### src/rtl/dff_pkg.sv
// Shared constants and helpers for the dff_pipe register pipeline.
// Imported by the stage and top modules.
package dff_pkg;

  localparam int DEF_WIDTH = 8;
  localparam int DEF_DEPTH = 3;

  function automatic int occ_w(input int depth);
    return (depth < 1) ? 1 : $clog2(depth + 1);
  endfunction

endpackage

### src/rtl/dff_pipe_stage.sv
// One valid/data register pair of the pipeline with its ready term.
// Data only loads on a real transfer; vacating a stage keeps stale data.
module dff_pipe_stage
  import dff_pkg::*;
#(
  parameter int WIDTH = DEF_WIDTH,
  parameter logic [WIDTH-1:0] RESET_VAL = '0
) (
  input  logic             clk,
  input  logic             rst,
  input  logic             flush,
  input  logic             up_valid,
  input  logic [WIDTH-1:0] up_data,
  input  logic             down_ready,
  output logic             valid,
  output logic [WIDTH-1:0] data,
  output logic             ready
);

  assign ready = down_ready | ~valid;

  always_ff @(posedge clk) begin
    if (!rst) begin
      valid <= 1'b0;
      data  <= RESET_VAL;
    end else if (flush) begin
      valid <= 1'b0;
    end else if (ready) begin
      valid <= up_valid;
      if (up_valid) data <= up_data;
    end
  end

endmodule

### src/rtl/dff_pipe.sv
// Multi-stage valid/ready register pipeline with flush and occupancy.
// Owns the stage chain, the occupancy counter and the complemented output.
module dff_pipe
  import dff_pkg::*;
#(
  parameter int WIDTH = DEF_WIDTH,
  parameter int DEPTH = DEF_DEPTH,
  parameter logic [WIDTH-1:0] RESET_VAL = '0
) (
  input  logic                      clk,
  input  logic                      rst,
  input  logic                      flush,
  input  logic                      in_valid,
  output logic                      in_ready,
  input  logic [WIDTH-1:0]          in_data,
  output logic                      out_valid,
  input  logic                      out_ready,
  output logic [WIDTH-1:0]          out_data,
  output logic [WIDTH-1:0]          out_data_b,
  output logic [occ_w(DEPTH)-1:0]   occupancy
);

  localparam int OW = occ_w(DEPTH);

  logic push;
  logic pop;

  // Per-stage signals live in each generate scope so the ready
  // chain is a set of distinct nets rather than one looped vector.
  for (genvar i = 0; i < DEPTH; i++) begin : g_stage
    logic             up_v;
    logic [WIDTH-1:0] up_d;
    logic             dn_rdy;
    logic             v;
    logic [WIDTH-1:0] d;
    logic             rdy;

    if (i == 0) begin : g_head
      assign up_v = push;
      assign up_d = in_data;
    end else begin : g_body
      assign up_v = g_stage[i-1].v;
      assign up_d = g_stage[i-1].d;
    end

    if (i == DEPTH - 1) begin : g_tail
      assign dn_rdy = out_ready;
    end else begin : g_link
      assign dn_rdy = g_stage[i+1].rdy;
    end

    dff_pipe_stage #(
      .WIDTH     (WIDTH),
      .RESET_VAL (RESET_VAL)
    ) u_stage (
      .clk        (clk),
      .rst        (rst),
      .flush      (flush),
      .up_valid   (up_v),
      .up_data    (up_d),
      .down_ready (dn_rdy),
      .valid      (v),
      .data       (d),
      .ready      (rdy)
    );
  end

  assign in_ready   = g_stage[0].rdy & ~flush;
  assign out_valid  = g_stage[DEPTH-1].v;
  assign out_data   = g_stage[DEPTH-1].d;
  assign out_data_b = ~out_data;

  assign push = in_valid & in_ready;
  assign pop  = out_valid & out_ready;

  always_ff @(posedge clk) begin
    if (!rst) begin
      occupancy <= '0;
    end else if (flush) begin
      occupancy <= '0;
    end else begin
      occupancy <= occupancy + OW'(push) - OW'(pop);
    end
  end

endmodule
### config.mk
export PLATFORM = sky130hd
export DESIGN_NAME = dff_pipe
export DESIGN_NICKNAME = d
export VERILOG_FILES = /design/src/rtl/dff_pkg.sv /design/src/rtl/dff_pipe_stage.sv /design/src/rtl/dff_pipe.sv
export SDC_FILE = /design/constraint.sdc
export NUM_CORES = 1
export LEC_CHECK = 0
export BUFFER_PORTS_ARGS = -buffer_cell sky130_fd_sc_hd__buf_2
export CAP_MARGIN = 20
export CORE_UTILIZATION = 26
export DETAILED_ROUTE_END_ITERATION = 16
export PLACE_DENSITY = 0.46
export SLEW_MARGIN = 20
export SYNTH_ARGS = -nofsm -noshare
export SYNTH_HDL_FRONTEND = slang
export SYNTH_HIERARCHICAL = 1
export SYNTH_SLANG_ARGS = --single-unit
### constraint.sdc
create_clock -name clk -period 2.7 [get_ports clk]
set_input_delay 0 -clock clk [delete_from_list [all_inputs] [get_ports clk]]
set_output_delay 0 -clock clk [all_outputs]
set_load 0.02 [all_outputs]
==> metrics.md <==
| Metric | Value |
|---|---|
| Status | `finished, final reports clean` |
| Total grt overflow | `0` |
| CTS Buf Count | `5` |
| Buffers on Ports | `32` |
| RSZ-0062 raised after global routing | `false` |
| Worst slew pin tran | `0.8564 ns` |
| Reg-to-reg critical path endpoint | `g_stage[0].u_stage/data[6]$_SDFFE_PN0P_` |
| P_leak | `0.6146 nW` |
| Met2 usage in global routing | `15.43%` |
| Synth Warn # | `6` |
| Vias per Instance | `3.895` |
| Hold path depth | `2` |
| Area growth syn-to-layout | `26.38%` |
| Post-Syn Area | `1314 sq um` |
| PwrDens | `510.5 nW/um^2` |
| Rel. slew slack | `42.91%` |
| Crit path setup slack, layout | `0.6112 ns` |
| Setup TNS | `0 ns` |
| Kind of critical path | `flop to flop` |
| Netlist cell types | `15` |
| Total wire length | `2405 um` |
| #FFs+latches synth | `29` |
| Top cells by area, synth | `dfxtp_1, mux2i_1, nand2_1` |
| Worst R2R Setup Slack | `0.61 ns` |
| Crit-path cells | `nor2b_4, inv_1, nor2b_4, inv_1, nor2b_4, inv_1, nor2b_1, and2_1, nor3b_2, mux2i_1` |
| Non-Filler Instances | `248` |
| Met3 Resource Use GR | `4.558%` |
| Syn_nets | `158` |
| Die W | `73.09 um` |
| GR peak layer | `met2` |
| Routed Antenna Nets | `0` |
| Worst VDD drop | `0.0001842 V` |
| Setup violations, final | `0` |
| Worst setup SP type | `flop` |
| End of the worst hold path | `occupancy[1]$_SDFF_PP0_` |
| Crit-path max cell delay | `0.66 ns` |
| Skew final | `0.004545 ns` |
| Overall Power | `847.6 uW` |
| Worst r2r src | `g_stage[2].u_stage/valid$_SDFFE_PP0P_` |
| CP endpoint kind | `flop` |
| # DRC | `0` |
| Initial core utilization | `27.45%` |
| WP data required | `2.90 ns` |
| Area leader, netlist | `dfxtp_1` |
| Fin crit share | `77.36%` |
| H-tree levels | `2` |
| Drt pass-1 iters | `4` |
| Clock sink count | `29` |
| Register area share after synthesis | `44.19%` |
| Arr. time, crit path | `2.29 ns` |
| GRT met1 Usage | `11.66%` |
| Worst hold path type | `input pin to flop` |
| RePlAce Congestion | `0.6698` |
| Max Slew Vio Count | `0` |
| Max Freq | `478.7 MHz` |
| DR iter-0 viols | `45` |
| First-pass GRT wire length | `4002 um` |
| Die Y-Extent | `73.09 um` |
| DP Wirelength | `1697 um` |
| Clock slew at reported path FFs | `0.06 ns` |
| Slowest-stage cell, CP | `nor3b_2` |
| Fin crit period | `2.089 ns` |
| Clk buf depth | `2` |
| CTS tree | `done` |
| Die ar. | `5341 sq um` |
| Layout cells sized above 1 | `24.86%` |
| Maximum fanout along the worst path | `8` |
| Worst-Skew Late Latency | `0.27 ns` |
| Wirelength per Cell | `9.698 um` |
| Io pins | `33` |
| Hold wc startpoint | `flush` |
| All-Layer GR Usage | `9.948%` |
| Synth Instances | `143` |
| Core area | `4786 sq um` |
| Post-cts sizing count | `0` |
| Inst Count DP | `233` |
| Avg Cell Area, Syn | `9.187 sq um` |
| Final Hold Viols | `0` |
| Top cell type's share of synthesized area | `44.19%` |
| Vias in the first global route | `892` |
| Hold-fix buffers, CTS | `8` |
| R2R depth | `10` |
| Largest net degree at the start of global routing | `54` |
| Root Buffer | `clkbuf_8` |
| Number of diodes | `0` |
| FP Rows | `25` |
| Max Cap Viol | `0` |
| Via count | `966` |
| Pre-CTS setup slack | `0.6121 ns` |
| Setup bufs post-CTS | `0` |
| Final nets | `196` |
| Initial antenna violation count | `0` |
==> critical path, delay by kind of cell (launching register included) <==
family | cells | cell delay, ns
and+or+nand+nor | 6 | 1.22
DFF | 1 | 0.32
muxes | 1 | 0.26
buffers and inverters | 3 | 0.20
==> layout by cell type, fill, tap and decap left out, drive strengths merged <==
cell / Yosys / layout
and2: 2 / 2
and3b: 1 / 1
buf: 9 / 32
clkbuf: 0 / 7
dfxtp: 29 / 29
dlygate4sd3: 0 / 8
ha: 2 / 2
inv: 12 / 12
mux2i: 24 / 24
nand2: 49 / 49
nor2: 3 / 3
nor2b: 4 / 4
nor3b: 7 / 7
xnor3: 1 / 1
==> cell usage after synthesis, drive strengths merged <==
| master | count |
|---|---|
| nand2 | 49 |
| nor2 | 3 |
| nor3b | 7 |
| xnor3 | 1 |
| ha | 2 |
| nor2b | 4 |
| buf | 9 |
| inv | 12 |
| and3b | 1 |
| dfxtp | 29 |
| mux2i | 24 |
| and2 | 2 |
==> through the flow <==
step	hold slack [ns]	utilization (%)	area, sq um
3_3_place_gp	0.2534	31.22	1494
3_5_place_dp	0.2540	31.22	1494
2_1_floorplan	0.06951	-	1314
5_1_grt	0.02645	34.69	1660
6_report	0.02612	34.69	1660
4_1_cts	0.02006	34.69	1660
==> report_power, final <==
part | switching (mW) | leakage, nW | internal, mW | total, mW
Sequential | 0.00312 | 0.234 | 0.434 | 0.437
Combinational | 0.0293 | 0.336 | 0.0263 | 0.0556
Clock | 0.153 | 0.0443 | 0.202 | 0.355
Total | 0.186 | 0.615 | 0.662 | 0.848
==> worst max-delay path by stage <==
stage                                     startpoint                                 endpoint  slack [ns]
6_report       g_stage[2].u_stage/valid$_SDFFE_PP0P_  g_stage[0].u_stage/data[6]$_SDFFE_PN0P_        0.61
5_1_grt        g_stage[2].u_stage/valid$_SDFFE_PP0P_  g_stage[0].u_stage/data[6]$_SDFFE_PN0P_        0.37
4_1_cts        g_stage[2].u_stage/valid$_SDFFE_PP0P_  g_stage[0].u_stage/data[6]$_SDFFE_PN0P_        0.58
3_5_place_dp   g_stage[2].u_stage/valid$_SDFFE_PP0P_                  occupancy[1]$_SDFF_PP0_        0.61
3_3_place_gp   g_stage[2].u_stage/valid$_SDFFE_PP0P_                  occupancy[1]$_SDFF_PP0_        0.71
2_1_floorplan  g_stage[2].u_stage/valid$_SDFFE_PP0P_                  occupancy[1]$_SDFF_PP0_        0.51
==> logic make-up (layout without fill, tap and decap cells) <==
logic type,count (synthesis),count (layout),share of synthesized area (%)
adders and majority gates,2,2,1.904
xor gates and xnor gates,1,1,1.714
DFF,29,29,44.19
muxes,24,24,18.29
buffers and inverters,21,59,8.285
and+or+nand+nor,66,66,25.62
==> metal layers <==
metal  up-vias  wire (um)
met5         -          0
met4         0         48
met3         5        135
met2        24       1031
met1       416       1190
li1        521          -
==> registers in the layout, indices dropped and copies added (netlist names) <==
name                   flops
g_stage.u_stage/valid      3
occupancy                  2
g_stage.u_stage/data      24
==> layout make-up <==
type | instances | area, sq um
fill | 496 | 3126
multi-input combinational | 93 | 624.3
sequential | 29 | 580.6
timing repair buffer | 40 | 240.2
clock buffer | 7 | 86.33
tap | 67 | 83.83
inverter | 12 | 45.04
No activity file was read; power rests on OpenSTA's default activity.
